File: src/rtl/cache_fill_arbiter.sv
// Shared I/D-cache miss controller: arbitrates the two miss requests and
// sequences one block fill from the pipelined main memory into the owning cache.
module cache_fill_arbiter #(
    parameter int BLOCK_WORDS = 8,
    parameter int ADDR_W      = 16,
    parameter int DATA_W      = 16
) (
    input  logic              clk,
    input  logic              rst,
    input  logic              icache_miss,
    input  logic [ADDR_W-1:0] icache_miss_addr,
    input  logic              dcache_miss,
    input  logic [ADDR_W-1:0] dcache_miss_addr,
    input  logic              mem_data_valid,
    input  logic [DATA_W-1:0] mem_data_in,
    output logic              mem_enable,
    output logic [ADDR_W-1:0] mem_addr,
    output logic [ADDR_W-1:0] fill_addr,
    output logic [DATA_W-1:0] fill_data,
    output logic              i_write_data_array,
    output logic              d_write_data_array,
    output logic              i_write_tag_array,
    output logic              d_write_tag_array,
    output logic              i_busy,
    output logic              d_busy
);

    localparam int CNT_W = $clog2(BLOCK_WORDS);
    localparam int OFF_W = CNT_W + 1;
    localparam logic [CNT_W-1:0] LAST_WORD = CNT_W'(BLOCK_WORDS - 1);

    typedef enum logic [1:0] {IDLE, FILL, DONE} state_t;

    state_t            state;
    logic              sel_d;
    logic [ADDR_W-1:0] base;
    logic [CNT_W-1:0]  issue_cnt;
    logic [CNT_W-1:0]  recv_cnt;
    logic              accept;

    function automatic logic [ADDR_W-1:0] block_base(input logic [ADDR_W-1:0] addr);
        return {addr[ADDR_W-1:OFF_W], {OFF_W{1'b0}}};
    endfunction

    // Word offset stays inside the block, so the sum never carries past it.
    function automatic logic [ADDR_W-1:0] word_addr(input logic [ADDR_W-1:0] b,
                                                    input logic [CNT_W-1:0]  cnt);
        return b + {{(ADDR_W-OFF_W){1'b0}}, cnt, 1'b0};
    endfunction

    always_ff @(posedge clk or posedge rst) begin
        if (rst) begin
            state             <= IDLE;
            sel_d             <= 1'b0;
            base              <= '0;
            issue_cnt         <= '0;
            recv_cnt          <= '0;
            mem_enable        <= 1'b0;
            i_write_tag_array <= 1'b0;
            d_write_tag_array <= 1'b0;
            i_busy            <= 1'b0;
            d_busy            <= 1'b0;
        end else begin
            i_write_tag_array <= 1'b0;
            d_write_tag_array <= 1'b0;
            case (state)
                IDLE: begin
                    // D-cache wins a tie: its miss belongs to the older instruction.
                    if (icache_miss || dcache_miss) begin
                        sel_d      <= dcache_miss;
                        base       <= dcache_miss ? block_base(dcache_miss_addr)
                                                  : block_base(icache_miss_addr);
                        issue_cnt  <= '0;
                        recv_cnt   <= '0;
                        mem_enable <= 1'b1;
                        i_busy     <= !dcache_miss;
                        d_busy     <= dcache_miss;
                        state      <= FILL;
                    end
                end
                FILL: begin
                    if (mem_enable) begin
                        issue_cnt <= issue_cnt + CNT_W'(1);
                        if (issue_cnt == LAST_WORD) mem_enable <= 1'b0;
                    end
                    if (mem_data_valid) begin
                        recv_cnt <= recv_cnt + CNT_W'(1);
                        if (recv_cnt == LAST_WORD) begin
                            mem_enable        <= 1'b0;
                            i_write_tag_array <= !sel_d;
                            d_write_tag_array <= sel_d;
                            state             <= DONE;
                        end
                    end
                end
                DONE: begin
                    i_busy <= 1'b0;
                    d_busy <= 1'b0;
                    state  <= IDLE;
                end
                default: state <= IDLE;
            endcase
        end
    end

    // Returning words are written the same cycle they arrive; stray valids outside FILL are dropped.
    assign accept             = (state == FILL) && mem_data_valid;
    assign mem_addr           = word_addr(base, issue_cnt);
    assign fill_addr          = word_addr(base, recv_cnt);
    assign fill_data          = accept ? mem_data_in : '0;
    assign i_write_data_array = accept && !sel_d;
    assign d_write_data_array = accept && sel_d;

endmodule

File: config.mk
export PLATFORM = sky130hd
export DESIGN_NAME = cache_fill_arbiter
export DESIGN_NICKNAME = d
export VERILOG_FILES = /design/src/rtl/cache_fill_arbiter.sv
export SDC_FILE = /design/constraint.sdc
export NUM_CORES = 1
export LEC_CHECK = 0
export ABC_CLOCK_PERIOD_IN_PS = 1300
export CORE_ASPECT_RATIO = 2
export CORE_MARGIN = 1
export CORE_UTILIZATION = 31
export CTS_BUF_LIST = sky130_fd_sc_hd__clkbuf_16
export DETAILED_ROUTE_END_ITERATION = 6
export GPL_TIMING_DRIVEN = 0
export PLACE_DENSITY = 0.85
export SLEW_MARGIN = 20
export SYNTH_ARGS = -nofsm -noshare
export SYNTH_HDL_FRONTEND = slang
export SYNTH_SLANG_ARGS = --single-unit
File: constraint.sdc
create_clock -name clk -period 1.3 [get_ports clk]
set_input_delay 0.26 -clock clk [delete_from_list [all_inputs] [get_ports clk]]
set_output_delay 0.26 -clock clk [all_outputs]
set_load 0.1 [all_outputs]
* Word level (Yosys, flattened, before mapping)
Index checks and enable logic that the tools add are counted.
Word-level totals: bits in registers 30, output and inout bits 55, input bits 53, logic and storage cells 64
Operators by class: eq/ne operators 8, reductions and logical operators 15, mux-type cells 27, $add $sub $neg 4
Operators with widths (number):
- 16-bit by 4-bit adder with 16-bit output | 2
- 16-bit two-way mux | 2
- 1-bit two-way mux | 13
- 3-bit case mux with 2 select lines | 2
- 3-bit two-way mux | 3
- 3-bit AND reduction | 3
- 2-bit != test (second input constant) | 4
- 3-bit by 1-bit adder with 3-bit output (second input constant) | 2
- 3-bit equality test (second input constant) | 2
- 2-bit two-way mux | 3
- 1-bit case mux with 2 select lines | 3
- 2-bit AND reduction | 3
- 2-bit case mux with 2 select lines | 1
- 2-bit nonzero test | 2
- 1-bit logical AND | 3
- 2-bit by 1-bit equality test with 1-bit output (second input constant) | 1
- 2-bit equality test (second input constant) | 1
- 1-bit logical NOT | 2
- 2-bit logical NOT | 1
- 1-bit logical OR | 1

* Depth between registers and ports, before layout
Gate-level depths: netlist of the first run.
word-level depth 6, gate-level depth with buffers 5, gate-level depth less buffers 5

* Worst setup path before layout of the first run
OpenSTA, ideal clock, no wires.
path kind reg2out, start point reg state[1], end point out i_write_data_array, slack -1.236 ns, required time 1.040 ns, arrival 2.276 ns, stages on the path, launching flop included 4, path through dfrtp_1 > and3b_1 > buf_2 > nor2b_1
Between the ends: word-level cells in the longest chain between the ends 3
Ends and longest elaborated chain:
- start, declared | line 34 | state_t state;
- start signal, assigned | line 53 | state <= IDLE;
- start signal, assigned | line 78 | state <= FILL;
- start signal, assigned | line 92 | state <= DONE;
- 2-bit by 1-bit equality test with 1-bit output | line 107 | assign accept = (state == FILL) && mem_data_valid;
- 1-bit logical AND | line 107
- 1-bit logical AND | line 111 | assign i_write_data_array = accept && !sel_d;
- end, declared | line 20 | output logic i_write_data_array,
Every way passes these cells.

* Worst setup path in the final report of the first run
start point reg state[1], end point out fill_data[1]
Between the ends: word-level cells in the longest chain between the ends 3
Ends and longest elaborated chain:
- 2-bit by 1-bit equality test with 1-bit output | line 107
- 1-bit logical AND | line 107
- 16-bit two-way mux | line 110 | assign fill_data = accept ? mem_data_in : '0;
- end, declared | line 19 | output logic [DATA_W-1:0] fill_data,
Every way passes these cells.

==> impl_metrics.yaml, run 1 <==
setup_path:
  worstSetupEndpointType: "output port"
  crit_buf_inv: 3
  r2r_end: "base[5]"
  cp_max_fo: 5
  reg2reg_depth: 8
  crit_path_max_incr_delay_ns: 0.40
  rrSetupSlack_ns: -0.37
  path_class: "reg -> out"
  timing.critical_path.cells: "and3b_2 > buf_6 > buf_8 > and2_4 > buf_12"
  r2r-start: "state[1]"
  arrival_ns: 1.48
  cp-start-kind: "flip-flop"
  crit_family: "simple AND/OR/NAND/NOR gates"
  required_ns: 1.04
  slowest_stage: "dfrtp_2"
global_route:
  track_usage: 0.229
  antenna_found_initial: 0
  grt_overflow_total: 0
  grt_start_max_net_pins: 27
  first_global_vias: 1772
  grt_pass1_wl_mm: 8.85
clock_network:
  clock_latency_ns: 0.25
  cts_sinks: 26
  htree_levels: 1
  ctsLongestPathBuffers: 2
  cts_made_buffers: 3
  cts_tree: "done"
  clkTransAtPathRegs_ns: 0.06
  cts_root_buf: "clkbuf_16"
layout:
  nets: 317
  area_growth_pct: 137
  drive_above_1_share: 0.672
  n_antenna_cell: 0
yosys:
  synthCells: 130
  synth-edff-count: 0
  synth_compound_area_frac: 0.140
  synth_top_family_by_area: "simple AND/OR/NAND/NOR gates"
  yosys_most_used_dff: "dfrtp_1"
  async_reset_ff_frac: 1.00
  yosys_register_bits: 26
  yosysWarnings: 0
  synth_area_um2: 1490
  yosys-mux-area-fraction: 0.0151
  avgSynthCellArea_um2: 11.5
  synth_xor_area_frac: 0
  synthSimpleGateAreaFrac: 0.265
  synth_cell_types: 29
  ys_seq_area_frac: 0.437
  synth_fa_ha_area_frac: 0.0336
status:
  violations: "setup timing"
  status: "complete, but fails checks"
sta:
  finalHoldViolations: 0
  drv_slew: 0
  rsz0062_at_grt: "yes"
  period_minus_slack_ns: 1.74
  hold_slack_ns: 0.413
  period_share: 1.34
  tightestPinTransition_ns: 0.569
  fmax_ghz: 0.576
  setup_slack_ns: -0.437
  fin_skew_ns: 0.00133
  slew_headroom: 0.620
  setup_viol: 41
placed_design:
  portBuffers: 97
  routabilityCongestion: 0.783
  dpl.hpwl_mm: 3.36
  pre_cts_ws_ns: -1.51
flow_run:
  max-cap-violations: 0
floorplanning:
  die_w_um: 51.0
  ios: 108
  coreArea_um2: 4600
  start_util: 0.324
  die-area_um2: 5100
  fp-row-count: 35
  die_height_um: 100
route:
  drt_iter0_markers: 49
  num_vias: 1565
  wl_per_cell_um: 19.2
  drc: 0
  routed_via_density: 4.98
  firstDrtPassIters: 4
  routed_wl_mm: 6.03
  ant_nets: 0
min_path:
  hold_path_class: "in -> async"
## cell usage after synthesis, drive strengths merged (3+ instances only)
library cell	count	area, um2
dfrtp	26	651
buf	20	148
and2	18	113
a221o	12	120
nor4b	12	168
nor2	6	25.0
a21oi	5	25.0
a22o	4	35.0
ha	4	50.1
nor2b	4	32.5
nand2	3	13.8
## how the worst max path moves through the flow
| stage | start | end | slack, ns | depth (start not counted) |
|---|---|---|---|---|
| finish | state[1] | fill_data[1] | -0.44 | 5 |
| floorplan | state[1] | i_write_data_array | -0.33 | 3 |
| global placement | mem_data_valid | fill_data[4] | -1.46 | 5 |
| detailed placement | mem_data_valid | fill_data[8] | -1.51 | 5 |
| CTS | state[1] | fill_data[8] | -0.44 | 5 |
| global route | state[1] | fill_data[15] | -0.47 | 5 |
## placed cells by master (no fill, tap or decap), types with 2 or more instances in the layout
master and n:
a21o_1 2, a21oi_1 3, a221o_1 12, a22o_1 4, and2_4 18, and3b_2 2
buf_12 32, buf_2 2, buf_4 36, buf_6 27, buf_8 3, clkbuf_16 3
clkdlybuf4s50_1 42, conb_1 2, dfrtp_1 5, dfrtp_2 4, dfrtp_4 17, dlygate4sd2_1 2
ha_4 4, nor2_1 4, nor2b_1 2, nor2b_4 2, nor4b_2 4, nor4b_4 8
or2_4 2
## logic make-up after synthesis
group	after synthesis
AOI/OAI and AO/OA	25
adders and majority gates	4
DFF	26
muxes	2
and+or+nand+nor	49
buffers and inverters	23
other	1
## cell type report
cell class | count | area (um2)
Sequential cell | 26 | 719
Clock inverter | 1 | 3.75
Fill cell | 284 | 1070
Clock buffer | 3 | 75.1
Timing Repair Buffer | 127 | 1530
Tap cell | 55 | 68.8
Inverter | 2 | 11.3
Multi-Input combinational cell | 82 | 910
Buffer | 18 | 208
## metrics by stage
stage | instances | cell area (um2) | TNS [ns] | utilization
6_report | 314 | 3520 | -13.03 | 0.766
2_1_floorplan | 131 | 1660 | -4.33 | -
4_1_cts | 309 | 3430 | -13.62 | 0.746
3_5_place_dp | 283 | 2700 | -62.09 | 0.588
5_1_grt | 314 | 3520 | -14.80 | 0.766
3_3_place_gp | 283 | 2700 | -59.92 | 0.588
## layer usage
metal	track usage	part of all wire	up-vias
li1	-	-	712
met1	0.231	0.33	770
met2	0.461	0.60	67
met3	0.0258	0.036	16
met4	0.0662	0.036	0
met5	0	0	-
## timing repair
item / CTS / global route
hold buffers: 0 / 0
cloned: 2 / 0
gates resized for setup: 462 / 22
endpoints found under the setup margin: 94 / 53
hold endpoints to repair: 0 / 0
setup buffers: 24 / 9
pin swaps: 11 / 8
## registers in the layout (all words and copies together), names as in the netlist
signal             cells
base                  12
issue_cnt              3
recv_cnt               3
state                  2
d_busy                 1
d_write_tag_array      1
i_busy                 1
i_write_tag_array      1
mem_enable             1
sel_d                  1
Power of run 1 is not shown: default switching activity piles up to over one toggle a cycle in this logic, so the estimate is an artifact.
==> inputs of run 2 (changes only) <==
--- a/config.mk
+++ b/config.mk
@@ -12,7 +12,7 @@
 export CTS_BUF_LIST = sky130_fd_sc_hd__clkbuf_16
 export DETAILED_ROUTE_END_ITERATION = 6
 export GPL_TIMING_DRIVEN = 0
-export PLACE_DENSITY = 0.85
+export PLACE_DENSITY = 0.81
 export SLEW_MARGIN = 20
 export SYNTH_ARGS = -nofsm -noshare
 export SYNTH_HDL_FRONTEND = slang
==> run 2 against run 1 <==
Net effect: the run still ends with setup timing left; die area is the same; largest cell class unchanged; global-route usage grew 2.4 points; register-to-register slack gained 0.08 ns; fmax shrank 0.75%; final cell count shrank 1.3%; critical path depth shrank 1; first-iteration DRC count shrank 4.1%; non-clock buffer count shrank 4; clock skew grew 0.0012 ns.
==> impl_metrics.yaml, run 2 (same netlist as run 1, synthesis figures left out) <==
status:
  status: "complete, but fails checks"
  violations: "setup timing"
layout:
  final_common_cell: "clkdlybuf4s50_1"
  regArea_um2: 719
  nets: 313
  nFillCells: 260
  largest_register_ffs: 12
  multi_input_area_um2: 946
  area_growth_pct: 136
  top_register: "base"
  final_util: 0.764
  design_area_um2: 3510
  reg_top3: "base (12), issue_cnt (3), recv_cnt (3)"
  final_cell_mix: "clkdlybuf4s50_1, buf_4, buf_12"
  n_antenna_cell: 0
  drive_above_1_share: 0.671
sta:
  finalHoldViolations: 0
  setup_slack_ns: -0.450
  period_minus_slack_ns: 1.75
  period_share: 1.35
  fin_skew_ns: 0.00255
  rsz0062_at_grt: "yes"
  fmax_ghz: 0.571
  slew_headroom: 0.610
  tightestPinTransition_ns: 0.584
  finalSetupTns_ns: -11.05
  setup_viol: 38
  drv_slew: 0
route:
  drt_iter0_markers: 47
  ant_nets: 0
  routed_wl_mm: 6.35
  drc: 0
  wl_per_cell_um: 20.5
  routed_via_density: 5.16
  firstDrtPassIters: 4
  num_vias: 1601
setup_path:
  path_class: "reg -> out"
  worstSetupEndpointType: "output port"
  timing.critical_path.cells: "and3b_2 > buf_6 > nor2b_4 > buf_12"
  cp_max_fo: 5
  cp-start-kind: "flip-flop"
  slowest_stage: "dfrtp_2"
  crit_path_max_incr_delay_ns: 0.41
  arrival_ns: 1.49
  required_ns: 1.04
floorplanning:
  die-area_um2: 5100
  start_util: 0.324
  fp-row-count: 35
  die_height_um: 100
  coreArea_um2: 4600
  ios: 108
  die_w_um: 51.0
clock_network:
  cts_root_buf: "clkbuf_16"
  clock_latency_ns: 0.26
  cts_sinks: 26
  ctsLongestPathBuffers: 2
  cts_hold_buf: 0
  htree_levels: 1
  clkTransAtPathRegs_ns: 0.06
  cts_made_buffers: 3
  cts_tree: "done"
min_path:
  hold_path_class: "in -> async"
global_route:
  grt_start_max_net_pins: 27
  antenna_found_initial: 0
  first_global_vias: 1689
  grt_overflow_total: 0
  track_usage: 0.253
  grt_pass1_wl_mm: 9.27
placed_design:
  placed_area_um2: 2700
  dpl.hpwl_mm: 3.49
  routabilityCongestion: 0.797
  portBuffers: 97
flow_run:
  max-cap-violations: 0
-- run 2: worst paths after layout --
path / from / to / slack, ns / cells after the start
max in group asynchronous: rst / base[4] / 0.50 / 2
worst min register to register: i_busy / i_busy / 0.50 / 1
worst max register to register: state[0] / base[4] / -0.29 / 6
worst min-delay path: rst / i_busy / 0.42 / 2
worst max-delay path: state[1] / i_write_data_array / -0.45 / 4
min in group clk: mem_data_valid / state[0] / 0.46 / 3
-- run 2: timing repair --
| action | CTS | global route |
|---|---|---|
| setup buffers | 23 | 9 |
| resized for setup | 471 | 12 |
| gates cloned | 4 | 0 |
| endpoints found under the setup margin | 94 | 52 |
| pin swaps | 10 | 2 |
-- run 2: cell type report --
| class | instances | share of cell area |
|---|---|---|
| Sequential cell | 26 | 0.205 |
| Timing Repair Buffer | 128 | 0.431 |
| Tap cell | 55 | 0.0196 |
| Buffer | 13 | 0.0417 |
| Clock buffer | 3 | 0.0214 |
| Clock inverter | 1 | 0.00855 |
| Multi-Input combinational cell | 82 | 0.269 |
| Inverter | 2 | 0.00321 |
-- run 2: critical path: cells and delay by family (launching register included) --
family	cells	cell delay, ns
buffers and inverters	2	0.33
DFF	1	0.41
and+or+nand+nor	2	0.49
-- run 2: metrics by stage --
| step | hold WS (ns) | instances | setup slack [ns] |
|---|---|---|---|
| after global routing | 0.453 | 310 | -0.481 |
| after global placement | 0.495 | 283 | -1.48 |
| after floorplan | 0.300 | 131 | -0.325 |
| final | 0.421 | 310 | -0.450 |
| after detailed placement | 0.481 | 283 | -1.49 |
| after CTS | 0.431 | 308 | -0.433 |
-- run 2: metal layers --
metal,part of all wire,global-route usage
met1,0.31,0.253
met2,0.60,0.477
met3,0.047,0.0348
met4,0.044,0.135
met5,0,0
Power of run 2 is left out for the same reason.
